### config.mk
export PLATFORM = sky130hd
export DESIGN_NAME = if_fetch_unit_flat
export DESIGN_NICKNAME = d
export VERILOG_FILES = /design/src/rtl/if_fetch_unit_if.sv /design/src/rtl/if_fetch_unit.sv /design/src/flat_wrapper.sv
export SDC_FILE = /design/constraint.sdc
export NUM_CORES = 1
export LEC_CHECK = 0
export CAP_MARGIN = 0
export CORE_ASPECT_RATIO = 2
export CORE_MARGIN = 1.5
export CORE_UTILIZATION = 50
export DETAILED_ROUTE_END_ITERATION = 7
export GPL_TIMING_DRIVEN = 0
export HOLD_SLACK_MARGIN = 0.06
export PLACE_DENSITY = 0.78
export SYNTH_ARGS = -nofsm -noshare
export SYNTH_HDL_FRONTEND = slang
export SYNTH_SLANG_ARGS = --single-unit
export TNS_END_PERCENT = 30
### constraint.sdc
create_clock -name clk -period 8.95 [get_ports clk]
set_input_delay 0.895 -clock clk [delete_from_list [all_inputs] [get_ports clk]]
set_output_delay 0.895 -clock clk [all_outputs]
set_load 0.02 [all_outputs]
### src/rtl/if_fetch_unit_if.sv
// Instruction-memory fetch channel: one outstanding word request at a time.
// The fetch unit drives req/addr as master; memory answers with ack/rdata
// in the cycle the word is valid.
interface if_fetch_unit_if;
    logic        req;
    logic [31:0] addr;
    logic        ack;
    logic [31:0] rdata;

    modport master (output req, output addr, input ack, input rdata);
    modport slave  (input req, input addr, output ack, output rdata);
endinterface

### src/rtl/if_fetch_unit.sv
// Instruction-fetch stage feeding the IF/ID register.
// Owns the PC, issues single-outstanding word fetches, buffers returned words
// in a small prefetch FIFO and presents the head entry to decode.
// Optional build macro IF_FETCH_PERF_EN adds saturating fetch/bubble counters.
//
// state | meaning
// ------+------------------------------------------------------------
// IDLE  | no request outstanding; issues from pc when a slot will be free
// WAIT  | request outstanding, returned word will be pushed
// DROP  | request outstanding after a redirect, returned word discarded
module if_fetch_unit #(
    parameter logic [31:0] RESET_PC   = 32'h0000_0000,
    parameter int          FIFO_DEPTH = 2,
    parameter logic [31:0] NOP_INST   = 32'h0000_0000
) (
    input  logic                  clk,
    input  logic                  rst,
    input  logic                  stall,
    input  logic                  redirect_valid,
    input  logic [31:0]           redirect_pc,
    if_fetch_unit_if.master       imem,
    output logic [31:0]           IF_inst,
    output logic [31:0]           IF_pc4,
    output logic                  IF_valid
`ifdef IF_FETCH_PERF_EN
    ,
    output logic [31:0]           perf_fetch_cnt,
    output logic [31:0]           perf_bubble_cnt
`endif
);

    localparam int AW = (FIFO_DEPTH > 1) ? $clog2(FIFO_DEPTH) : 1;
    localparam logic [AW:0] DEPTH_C = (AW+1)'(FIFO_DEPTH);

    typedef enum logic [1:0] {S_IDLE, S_WAIT, S_DROP} state_t;

    state_t        state, state_nxt;
    logic [31:0]   pc, pc_nxt;
    logic [31:0]   addr_q, addr_nxt;
    logic [31:0]   fifo_inst [FIFO_DEPTH];
    logic [31:0]   fifo_pc4  [FIFO_DEPTH];
    logic [AW-1:0] wr_ptr, rd_ptr;
    logic [AW:0]   count;
    logic [AW:0]   count_after_pop;
    logic          push, pop, flush;
    logic [31:0]   redirect_target;
    logic [31:0]   addr_plus4;

    // Low two bits of the redirect target are dropped to keep fetches word aligned.
    assign redirect_target = redirect_pc & 32'hFFFF_FFFC;
    assign addr_plus4      = addr_q + 32'd4;

    assign flush           = redirect_valid;
    assign IF_valid        = (count != '0);
    assign IF_inst         = IF_valid ? fifo_inst[rd_ptr] : NOP_INST;
    assign IF_pc4          = IF_valid ? fifo_pc4[rd_ptr]  : 32'd0;
    assign pop             = IF_valid && !stall && !flush;
    assign push            = (state == S_WAIT) && imem.ack && !flush;
    assign count_after_pop = count - {{AW{1'b0}}, pop};

    assign imem.req        = (state != S_IDLE);
    assign imem.addr       = addr_q;

    // Next-state, PC and request address; redirect outranks everything.
    always_comb begin
        state_nxt = state;
        pc_nxt    = pc;
        addr_nxt  = addr_q;
        case (state)
            S_IDLE: begin
                if (flush) begin
                    pc_nxt = redirect_target;
                end else if (count_after_pop < DEPTH_C) begin
                    addr_nxt  = pc;
                    state_nxt = S_WAIT;
                end
            end
            S_WAIT: begin
                if (flush) begin
                    pc_nxt    = redirect_target;
                    state_nxt = imem.ack ? S_IDLE : S_DROP;
                end else if (imem.ack) begin
                    pc_nxt    = addr_plus4;
                    state_nxt = S_IDLE;
                end
            end
            S_DROP: begin
                if (flush)
                    pc_nxt = redirect_target;
                // A same-cycle ack still closes the memory transaction.
                if (imem.ack)
                    state_nxt = S_IDLE;
            end
            default: state_nxt = S_IDLE;
        endcase
    end

    // FSM, PC and request-address registers.
    always_ff @(posedge clk or negedge rst) begin
        if (!rst) begin
            state  <= S_IDLE;
            pc     <= RESET_PC;
            addr_q <= RESET_PC;
        end else begin
            state  <= state_nxt;
            pc     <= pc_nxt;
            addr_q <= addr_nxt;
        end
    end

    // FIFO pointers and occupancy; flush empties the buffer in one cycle.
    always_ff @(posedge clk or negedge rst) begin
        if (!rst) begin
            wr_ptr <= '0;
            rd_ptr <= '0;
            count  <= '0;
        end else if (flush) begin
            wr_ptr <= '0;
            rd_ptr <= '0;
            count  <= '0;
        end else begin
            if (push)
                wr_ptr <= wr_ptr + AW'(1);
            if (pop)
                rd_ptr <= rd_ptr + AW'(1);
            case ({push, pop})
                2'b10:   count <= count + (AW+1)'(1);
                2'b01:   count <= count - (AW+1)'(1);
                default: count <= count;
            endcase
        end
    end

    // FIFO storage; contents are only meaningful behind a valid count.
    always_ff @(posedge clk) begin
        if (push) begin
            fifo_inst[wr_ptr] <= imem.rdata;
            fifo_pc4[wr_ptr]  <= addr_plus4;
        end
    end

`ifdef IF_FETCH_PERF_EN
    // Saturating counters: accepted pushes and un-stalled empty cycles.
    always_ff @(posedge clk or negedge rst) begin
        if (!rst) begin
            perf_fetch_cnt  <= 32'd0;
            perf_bubble_cnt <= 32'd0;
        end else begin
            if (push && (perf_fetch_cnt != 32'hFFFF_FFFF))
                perf_fetch_cnt <= perf_fetch_cnt + 32'd1;
            if (!IF_valid && !stall && (perf_bubble_cnt != 32'hFFFF_FFFF))
                perf_bubble_cnt <= perf_bubble_cnt + 32'd1;
        end
    end
`endif

endmodule

### src/flat_wrapper.sv
// flat-port wrapper written by rule: the top's interface ports become plain ports
module if_fetch_unit_flat 
#(
    parameter logic [31:0] RESET_PC   = 32'h0000_0000,
    parameter int          FIFO_DEPTH = 2,
    parameter logic [31:0] NOP_INST   = 32'h0000_0000
)
  (clk, rst, stall, redirect_valid, redirect_pc, IF_inst, IF_pc4, IF_valid, imem_req, imem_addr, imem_ack, imem_rdata);
  if_fetch_unit_if imem_i ();
  input  logic clk;
  input  logic rst;
  input  logic stall;
  input  logic redirect_valid;
  input  logic [31:0] redirect_pc;
  output logic [31:0] IF_inst;
  output logic [31:0] IF_pc4;
  output logic IF_valid;
  output wire logic [$bits(imem_i.req)-1:0] imem_req;
  output wire logic [$bits(imem_i.addr)-1:0] imem_addr;
  input wire logic [$bits(imem_i.ack)-1:0] imem_ack;
  input wire logic [$bits(imem_i.rdata)-1:0] imem_rdata;
  assign imem_req = imem_i.req;
  assign imem_addr = imem_i.addr;
  assign imem_i.ack = imem_ack;
  assign imem_i.rdata = imem_rdata;
  if_fetch_unit #(.RESET_PC(RESET_PC), .FIFO_DEPTH(FIFO_DEPTH), .NOP_INST(NOP_INST)) u_core (.clk(clk), .rst(rst), .stall(stall), .redirect_valid(redirect_valid), .redirect_pc(redirect_pc), .imem(imem_i), .IF_inst(IF_inst), .IF_pc4(IF_pc4), .IF_valid(IF_valid));
endmodule
# After elaboration in Yosys (flattened, before gate mapping)
# Memories as Yosys holds them, arrays and structs flattened.
# Index checks and enable logic that the tools add are counted.
[totals] memories=2 mem_bits_rw=128 inputBits=69 elab_cells=61 regBits=70 out_inout_bits=98
[mem_list] name="u_core.fifo_inst" depth=2 width=32 read_ports=1 rd_clocked_by_memory_dff=0 write_ports=1 line_no="if_fetch_unit.sv:40" text="logic [31:0] fifo_inst [FIFO_DEPTH];"
[mem_list] name="u_core.fifo_pc4" depth=2 width=32 read_ports=1 rd_clocked_by_memory_dff=0 write_ports=1 line_no="if_fetch_unit.sv:41" text="logic [31:0] fifo_pc4 [FIFO_DEPTH];"
[classes] n_reduce_logical=17 eq_ne=8 muxes=20 bitwise_logic=1 addsub=6 order_cmp=1
[op_table] operator="$mux W32" n=5
[op_table] operator="$pmux W32 S2" n=1
[op_table] operator="$add A32 B3 Y32 const B" n=1
[op_table] operator="$mux W2" n=6
[op_table] operator="$reduce_bool A2 Y1" n=5
[op_table] operator="$mux W1" n=6
[op_table] operator="$pmux W2 S3" n=1
[op_table] operator="$reduce_and A3 Y1" n=2
[op_table] operator="$eq A2 B1 Y1 const B" n=2
[op_table] operator="$eq A2 B2 Y1 const B" n=2
[op_table] operator="$logic_and A1 B1 Y1" n=4
[op_table] operator="$ne A2 B1 Y1 const B" n=2
[op_table] operator="$pmux W2 S2" n=1
[op_table] operator="$ne A3 B3 Y1 const B" n=1
[op_table] operator="$reduce_bool A3 Y1" n=1
[op_table] operator="$add A1 B1 Y1 const B" n=2
[op_table] operator="$add A2 B1 Y2 const B" n=1
[op_table] operator="$logic_not A1 Y1" n=2
[op_table] operator="$logic_not A2 Y1" n=1
[op_table] operator="$lt A2 B2 Y1 const B" n=1
[op_table] operator="$ne A2 B2 Y1 const B" n=1
[op_table] operator="$reduce_and A2 Y1" n=1
[op_table] operator="$reduce_or A2 Y1" n=1
[op_table] operator="$sub A2 B1 Y2" n=1
[op_table] operator="2 further kinds" n=2

# Longest topological paths before layout
# Gate-level depths: netlist of run 1.
[logic_depth] depth_word=8 depth_mapped=7 ltp_nobuf=6

# Worst setup path before layout of run 1
# Ideal clock, no wire load.
[synth_timing] path_type="in2reg" start="input port redirect_valid" end="memory u_core.fifo_inst[0][0] (enable)" slack_ns=2.237 n_path_buf=3 t_arrival_ns=6.149 setup_ns=0.564 stages=5 required_ns=8.386 path_cell_list="clkbuf_1 -> o21ai_1 -> clkbuf_1 -> buf_1 -> nor3_1"
[synth_via] elab_chain_len=4
[synth_lines] element="from (decl)" line_no="flat_wrapper.sv:13" text="input logic redirect_valid;"
[synth_lines] element="$logic_not A1 Y1" line_no="if_fetch_unit.sv:58" text="assign push = (state == S_WAIT) && imem.ack && !flush;"
[synth_lines] element="$logic_and A1 B1 Y1" line_no="if_fetch_unit.sv:58"
[synth_lines] element="$mux W1" line_no="if_fetch_unit.sv:136" text="if (push) begin"
[synth_lines] element="$mux W1 (implied by the code)" line_no="if_fetch_unit.sv:137" text="fifo_inst[wr_ptr] <= imem.rdata;"
[synth_lines] element="to (decl)" line_no="if_fetch_unit.sv:40"
# No other way between the ends.

# Worst setup path after layout of run 1
[layout_timing] start="input port imem_ack" end="memory u_core.fifo_inst[0][1] (enable)"
[layout_via] elab_chain_len=4
[layout_lines] element="from (decl)" line_no="flat_wrapper.sv:20" text="input wire logic [$bits(imem_i.ack)-1:0] imem_ack;"
[layout_lines] element="$logic_and A1 B1 Y1 (2 in series)" line_no="if_fetch_unit.sv:58"
[layout_lines] element="$mux W1" line_no="if_fetch_unit.sv:136"
[layout_lines] element="$mux W1 (implied by the code)" line_no="if_fetch_unit.sv:137"
# No other way between the ends.

==> flow_summary.json, run 1 <==
{
  "rsz0062_at_grt": "false",
  "grt_pass1_vias": 6024,
  "drc": 0,
  "fmax_mhz": 249,
  "die_w_microns": 94.7,
  "hold_buffers": 0,
  "leakage_nw": 3.86,
  "utilization": 0.672,
  "cp_common_cell": "buf_6",
  "via_per_inst": 5.59,
  "finalNonFillerCells": 1014,
  "grt_first_pass_wirelength_microns": 31300,
  "seq_area_frac_synth": 0.666,
  "slew_headroom": 0.342,
  "synth_ff_type": "edfxtp_1",
  "max_stage_delay_ns": 0.81,
  "cp_max_fo": 13,
  "final_common_cell": "clkdlybuf4s50_1",
  "cp-end-kind": "register",
  "ys_warn_count": 0,
  "period_share": 0.448,
  "crit_start": "imem_ack",
  "synth_edf_count": 128,
  "htree_levels": 4,
  "avgSynthCellArea_sq_um": 13.8,
  "vias": 5673,
  "setup.worst_path.class": "primary input to register",
  "final_cell_mix": "clkdlybuf4s50_1 (162), edfxtp_1 (128), nor2_1 (84), dfrtp_1 (70), mux2i_1 (69)",
  "insertion_delay_ns": 0.43,
  "nets": 867,
  "drv_slew": 0,
  "async_flop_share": 0.354,
  "power_mw": 2.70,
  "diodes": 0,
  "final_hold_viol_count": 0,
  "placed_area_sq_mm": 0.0104,
  "drive_gt1_frac": 0.112,
  "routabilityCongestion": 0.878,
  "r2r_slack_ns": 5.34,
  "cts.clk_slew.worst_paths_ns": 0.07,
  "dp_hpwl_microns": 14700,
  "cts-resized-gates": 0,
  "dieArea_sq_mm": 0.0176,
  "rows": 66,
  "final_antenna_net_count": 0,
  "startpoint_type": "primary input",
  "antenna_found_initial": 0,
  "routed_wl_microns": 20100,
  "drtIter0Drc": 308,
  "postCtsSetupBuffers": 0,
  "arrival_ns": 4.14,
  "synth_area_sq_mm": 0.00840,
  "critPathRequiredTime_ns": 9.08,
  "fin_worst_skew_ns": 0.00590,
  "fill_cells": 1197,
  "r2r-end": "u_core.fifo_inst[0][1]",
  "gr-total-overflow": 0,
  "wl_per_cell_microns": 19.8,
  "clockBufferDepth": 2,
  "io_buffers": 163,
  "tritoncts": "done",
  "grt_usage": 0.237,
  "finalWorstPathRequiredPeriod_ns": 4.01,
  "dr.pass1.iters": 5,
  "syn_inst": 610,
  "worstMarginPinSlew_ns": 0.977,
  "cts.sinks": 198,
  "area_growth_pct": 30.7,
  "peakVddDrop_v": 0.000204,
  "setup_violations": 0,
  "setup_tns_ns": 0,
  "synth_cell_types": 42,
  "design_area_sq_mm": 0.0110,
  "hp-class": "register to register",
  "io_pins": 167,
  "r2r-start": "u_core.state[0]",
  "dp_cells": 982,
  "cts_buffers": 17,
  "cts_root_buf": "clkbuf_16",
  "endpoint": "u_core.fifo_inst[0][1]",
  "r2r_cells": 9,
  "grt_start_max_net_pins": 71,
  "critPathSlowestCell": "nor3_2",
  "core_area_sq_mm": 0.0164,
  "cp_cell_sequence": "clkdlybuf4s50_1 -> and2_1 -> o21ai_1 -> clkbuf_1 -> buf_1 -> nor3_2 -> buf_6 -> buf_8 -> buf_6 -> buf_6",
  "power_density_mw_per_mm2": 246,
  "syn-num-nets": 680,
  "outcome": "finished clean",
  "cap_violations": 0,
  "ys_seq_elements": 198,
  "initial_core_util": 0.514,
  "fp.dieH_microns": 186
}
==> worst max-delay path, delay by kind of cell <==
kind,cells,cell delay [ns]
AND/OR/NAND/NOR,2,1.02
buffers and inverters,7,2.04
AO/OA/AOI/OAI,1,0.15
==> metal layers <==
layer | track usage | routed length, microns
met1 | 0.249 | 7060
met2 | 0.436 | 11200
met3 | 0.0399 | 921
met4 | 0.117 | 852
met5 | 0 | 0
==> stage by stage <==
stage                     hold WS [ns]  setup WS, ns
after floorplan                  0.435          2.24
after global placement           0.448        -0.951
after detailed placement         0.456          4.48
after CTS                        0.473          4.91
after global routing             0.500          4.76
final                            0.475          4.94
==> state kept, by name, summed over array words and instances, names as in the netlist <==
| register | count |
|---|---|
| u_core.pc | 32 |
| u_core.imem.addr | 32 |
| u_core.count | 2 |
| u_core.rd_ptr | 1 |
| u_core.state | 2 |
| u_core.wr_ptr | 1 |
| u_core.fifo_pc4 | 64 |
| u_core.fifo_inst | 64 |
==> where the power goes <==
group	total, mW	switching (mW)	internal, mW	leakage, nW
Sequential	1.26	0.133	1.13	2.02
Combinational	0.639	0.345	0.294	1.54
Clock	0.801	0.332	0.470	0.300
==> how the worst min path moves through the flow <==
stage,startpoint,end,slack (ns),depth (start not counted)
floorplan,u_core.pc[0],u_core.pc[0],0.43,2
global placement,u_core.pc[0],u_core.pc[0],0.45,2
detailed placement,u_core.pc[1],u_core.pc[1],0.46,2
CTS,u_core.pc[1],u_core.pc[1],0.47,2
global route,u_core.pc[1],u_core.pc[1],0.50,2
finish,u_core.pc[1],u_core.pc[1],0.47,2
==> synthesized netlist by cell type (3+ instances only) <==
cell type | number | area share
clkbuf_1 | 19 | 0.0085
a21oi_1 | 5 | 0.0030
nand4_1 | 9 | 0.0067
a31o_2 | 11 | 0.011
xor2_1 | 12 | 0.013
dfrtp_1 | 70 | 0.21
mux2i_1 | 69 | 0.082
inv_1 | 7 | 0.0031
a32o_1 | 16 | 0.019
and4_1 | 6 | 0.0063
mux2_2 | 33 | 0.044
nand2_1 | 32 | 0.014
nor2_1 | 84 | 0.038
xnor2_1 | 16 | 0.017
buf_1 | 14 | 0.0063
and3_1 | 3 | 0.0022
nor3_1 | 3 | 0.0018
or3_1 | 3 | 0.0022
nand3_1 | 13 | 0.0077
nor4_2 | 3 | 0.0045
o21ai_0 | 19 | 0.011
a31o_1 | 7 | 0.0073
o21ai_1 | 3 | 0.0018
nor4_1 | 3 | 0.0022
edfxtp_1 | 128 | 0.46
==> area by class of cell <==
| class | instances | area, sq um | share of cell area |
|---|---|---|---|
| Sequential cell | 198 | 5600 | 0.509 |
| Multi-Input combinational cell | 369 | 2640 | 0.241 |
| Timing Repair Buffer | 168 | 1690 | 0.154 |
| Clock buffer | 17 | 425 | 0.0387 |
| Tap cell | 204 | 255 | 0.0232 |
| Clock inverter | 15 | 198 | 0.0180 |
| Buffer | 36 | 150 | 0.0137 |
| Inverter | 7 | 26.3 | 0.00239 |
==> cell families after synthesis <==
logic type	Yosys count	synth area share
compound gates	67	0.0593
xor+xnor	28	0.0292
buf+inv	43	0.0210
flops	198	0.666
simple gates	171	0.0969
fa+ha+maj	1	0.00149
mux	102	0.126
Power figures use the tool's default switching activity.
==> run 2, diff against run 1 <==
==> constraint.sdc (replaced) <==
create_clock -name clk -period 3.7 [get_ports clk]
set_input_delay 0.37 -clock clk [delete_from_list [all_inputs] [get_ports clk]]
set_output_delay 0.37 -clock clk [all_outputs]
set_load 0.02 [all_outputs]
==> run 2 against run 1 <==
Effect of this change:
- critical path depth fell by 5
- register-to-register slack got worse by 5.0 ns
- clock-buffer cell count rose by 1
- non-clock buffer count fell by 2
- final cell count fell by 0.20%
- core utilization fell by 0.28 points
- die area did not move
- total power rose by 130%
==> flow_summary.json, run 2 (synthesis results as in run 1) <==
{
  "outcome": "finished clean",
  "final_antenna_net_count": 0,
  "r2r-end": "u_core.fifo_inst[0][16]",
  "cts-resized-gates": 0,
  "grt_usage": 0.231,
  "cap_violations": 0,
  "dp_cells": 980,
  "pwr-share-clk": 0.275,
  "htree_levels": 4,
  "cts.clk_slew.worst_paths_ns": 0.07,
  "drc": 0,
  "tritoncts": "done",
  "routed_wl_microns": 19600,
  "io_buffers": 163,
  "fin_worst_skew_ns": 0.0101,
  "leakage_nw": 3.83,
  "setup_tns_ns": 0,
  "hold_buffers": 0,
  "dr.pass1.iters": 6,
  "r2r_slack_ns": 0.36,
  "cts_buffers": 17,
  "p_sw_frac": 0.308,
  "gr-total-overflow": 0,
  "cp_max_fo": 10,
  "final_hold_viol_count": 0,
  "io_pins": 167,
  "utilization": 0.669,
  "cp-end-kind": "primary output",
  "area_growth_pct": 30.2,
  "drv_slew": 0,
  "die_w_microns": 94.7,
  "critPathRequiredTime_ns": 3.33,
  "postCtsSetupBuffers": 0,
  "grt_start_max_net_pins": 71,
  "finalNonFillerCells": 1012,
  "diodes": 0,
  "top_regs": "u_core.fifo_inst (64), u_core.fifo_pc4 (64)",
  "finalWorstPathRequiredPeriod_ns": 3.36,
  "via_per_inst": 5.57,
  "peakVddDrop_v": 0.000402,
  "fp.dieH_microns": 186,
  "nets": 865,
  "cts_root_buf": "clkbuf_16",
  "antenna_found_initial": 0,
  "worstMarginPinSlew_ns": 0.937,
  "slew_headroom": 0.370,
  "clockBufferDepth": 2,
  "hp-class": "primary input to async pin",
  "drtIter0Drc": 278,
  "max_stage_delay_ns": 0.64,
  "switchingPower_mw": 1.95,
  "final_common_cell": "clkdlybuf4s50_1",
  "core_area_sq_mm": 0.0164,
  "arrival_ns": 2.99,
  "rsz0062_at_grt": "false",
  "drive_gt1_frac": 0.111,
  "setup_violations": 0,
  "rows": 66,
  "combPwrFrac": 0.243,
  "dp_hpwl_microns": 14300,
  "vias": 5635,
  "power_density_mw_per_mm2": 578,
  "fmax_mhz": 297,
  "final_cell_mix": "clkdlybuf4s50_1 (162), edfxtp_1 (128), nor2_1 (84), dfrtp_1 (70), mux2i_1 (69)",
  "critPathSlowestCell": "clkdlybuf4s50_1",
  "initial_core_util": 0.514,
  "period_share": 0.909,
  "r2r-start": "u_core.state[0]",
  "cp_cell_sequence": "clkbuf_1 -> buf_1 -> mux2i_1 -> nor2_1 -> clkdlybuf4s50_1",
  "dieArea_sq_mm": 0.0176,
  "seqPwrFrac": 0.481,
  "r2r_cells": 8,
  "routabilityCongestion": 0.867,
  "startpoint_type": "register",
  "grt_first_pass_wirelength_microns": 30600,
  "fin_hold_ws_ns": 0.0673,
  "p_int_mw": 4.37,
  "power_mw": 6.32,
  "grt_pass1_vias": 5842,
  "wl_per_cell_microns": 19.4,
  "cts.sinks": 198,
  "insertion_delay_ns": 0.43,
  "setup.worst_path.class": "register to primary output"
}
-- run 2: changes by cell type in the layout (fill, tap and decap cells not counted), moves of 3 or more --
cell and change:
buf_16 +3, clkinvlp_4 +3, buf_6 -3, bufinv_16 -3
-- run 2: cell type report --
class / count / area [sq um]
fillers: 1225 / 5410
flip-flops and latches: 198 / 5600
repair buffers: 166 / 1710
plain buffers: 36 / 150
clock inverters: 14 / 124
multi-input cells: 369 / 2650
clock buffers: 18 / 429
inverters: 7 / 26.3
well taps: 204 / 255
-- run 2: through the flow --
stage / instance area [sq um] / setup slack (ns)
floorplan: 8420 / 0.472
global placement: 10300 / -1.04
detailed placement: 10400 / 0.156
CTS: 10900 / 0.273
global route: 10900 / 0.118
finish: 10900 / 0.338
-- run 2: how the worst max path moves through the flow --
| stage | start | endpoint | slack, ns | cells after the start |
|---|---|---|---|---|
| global placement | imem_ack | u_core.fifo_pc4[0][13] | -1.04 | 6 |
| finish | u_core.rd_ptr | IF_pc4[13] | 0.34 | 5 |
| detailed placement | imem_ack | u_core.fifo_inst[0][1] | 0.16 | 9 |
| floorplan | redirect_valid | u_core.fifo_inst[0][0] | 0.47 | 5 |
| global route | u_core.rd_ptr | IF_pc4[23] | 0.12 | 5 |
| CTS | u_core.rd_ptr | IF_inst[17] | 0.27 | 5 |
-- run 2: worst max-delay path, delay by kind of cell (launching register included) --
family | cells | cell delay, ns
flip-flops | 1 | 0.36
AND/OR/NAND/NOR | 1 | 0.13
buffers and inverters | 3 | 1.88
multiplexers | 1 | 0.18
-- run 2: power by group through the flow --
stage | Clock, mW | Combinational, mW | Sequential, mW
2_1_floorplan | 0 | 0.681 | 3.16
3_3_place_gp | 0 | 1.48 | 3.07
3_5_place_dp | 0 | 1.54 | 3.08
4_1_cts | 1.76 | 1.55 | 3.04
5_1_grt | 1.85 | 1.64 | 3.08
6_report | 1.74 | 1.54 | 3.04
-- run 2: routing by layer --
layer	wire length, microns	up-vias	global-route usage
li1	-	2628	-
met4	611	0	0.104
met2	11100	180	0.419
met1	6940	2790	0.253
met3	934	37	0.0424
met5	0	-	0
==> patch: new RTL, config.mk and constraints of run 1 <==
The 3 states of `state_t` get a one-hot encoding in 3 bits.
--- a/src/rtl/if_fetch_unit.sv
+++ b/src/rtl/if_fetch_unit.sv
@@ -33,5 +33,5 @@
     localparam logic [AW:0] DEPTH_C = (AW+1)'(FIFO_DEPTH);
 
-    typedef enum logic [1:0] {S_IDLE, S_WAIT, S_DROP} state_t;
+    typedef enum logic [2:0] {S_IDLE = 3'b001, S_WAIT = 3'b010, S_DROP = 3'b100} state_t;
 
     state_t        state, state_nxt;
Formal check against the unedited RTL: no difference found for any inputs over 4 cycles, from zero or initial values and one cycle with rst low; so few cycles prove little.
==> patch against run 1 <==
Routed wire length increased by 4.4%. Clock power shrank 6.0%. Design area rose by 1.4%. Setup slack improved by 180 ps. Critical path depth down 2. Synthesized area up 2.2%. Via count grew 5.0%. Total power rose by 9.9%. First-iteration DRC count down 10%. Sequential cell count up 1. Sequential power increased by 8%. Count of clock-buffer cells in the layout up 1. Highest routed layer unchanged.
==> patch: results <==
group,metric,value,unit
run_status,status,"completed",
synthesis,yosys.area_share.xor_xnor,0.0285,
synthesis,synth_cell_types,50,
finish,multi_input_comb_cells,390,
clock_network,worstSkewPairLatency,440,ps
placed_design,place_area,10600,um^2
global_route,use_met2,0.436,
finish,inverters,9,
synthesis,synthMuxAreaShare,0.120,
placed_design,dpl.cell_count,1012,
timing,tightest_slew,935,ps
power,p_leak,0.00389,uW
synthesis,syn_area_per_cell,13.5,um^2
drt,dr_wl_met3,1150,um
placed_design,dp_hpwl,15200,um
synthesis,synth_area_leaders,"edfxtp_1, dfrtp_1, mux2i_1",
finish,nNonClkBuffers,207,
placed_design,port_buffers,164,
synthesis,synth-compound-area-share,0.0630,
drt,wl_met2,11600,um
finish,fillers,1233,
finish,nClkBuffers,18,
clock_network,cts_buffers,17,
finish,clock_tree_area_fraction,0.0529,
drt,drt_iter0_drc,277,
worst_setup_path,slowest_delay,720,ps
finish,drive_gt1_frac,0.127,
synthesis,yosysSeqAreaShare,0.654,
worst_setup_path,cp.arrival,3970,ps
global_route,grt_max_degree,72,
worst_setup_path,cp_max_fo,12,
drt,via_count,5954,
drt,wl_per_cell,20.1,um
synthesis,synthAdderAreaFrac,0.00146,
timing,finalClockSkew,12.9,ps
drt,wl_met1,7030,um
placed_design,gp_congestion,0.891,
drt,viasPerCell,5.70,
synthesis,ys_async_sr_fraction,0.357,
finish,area_growth,29.7,%
global_route,grt_pass1_wl,32400,um
finish,multi_input_area,2740,um^2
synthesis,synth_nets,706,
clock_network,clock_path_buffers,2,
finish,buf_share,0.170,
synthesis,synthTopCellsByCount,"edfxtp_1, nor2_1, dfrtp_1, mux2i_1, nand2_1",
clock_network,clkTransAtPathRegs,70,ps
finish,seqAreaFraction,0.504,
power,ir_drop,0.162,mV
worst_setup_path,r2r_cells,8,
finish,seq_cell_count,199,
floorplan,die_area,18000,um^2
global_route,grtUsageMet3,0.0464,
finish,nets,894,
global_route,grt_use_total,0.243,
placed_design,dp_slack,4650,ps
global_route,first_global_vias,6306,
global_route,use_met1,0.247,
==> patch: cell types whose count changed after synthesis, moves of 7 or more <==
cell	run 1	this run
o31a_1	0	11
a31o_1	7	0
o22a_1	0	11
a32o_1	16	0
clkbuf_1	19	11
buf_1	14	3
nand4_1	9	17
o21ai_1	3	10
a31o_2	11	0
buf_2	0	14
==> patch: worst paths after layout <==
check / from / to / slack (ps)
max: redirect_valid / u_core.fifo_inst[0][28] / 5120
min: u_core.pc[5] / u_core.pc[5] / 490
max reg2reg: u_core.state[1] / u_core.fifo_inst[0][28] / 5740
min reg2reg: u_core.pc[5] / u_core.pc[5] / 490
max in group asynchronous: rst / u_core.imem.addr[31] / 7740
min in group asynchronous: rst / u_core.pc[6] / 580
==> patch: report_power, final <==
| part | leakage, uW | total (uW) | switching, uW | internal, uW |
|---|---|---|---|---|
| sequential | 0.00200 | 1360 | 165 | 1190 |
| combinational | 0.00161 | 858 | 467 | 391 |
| clock | 0.000290 | 753 | 355 | 398 |
| total | 0.00389 | 2970 | 987 | 1980 |
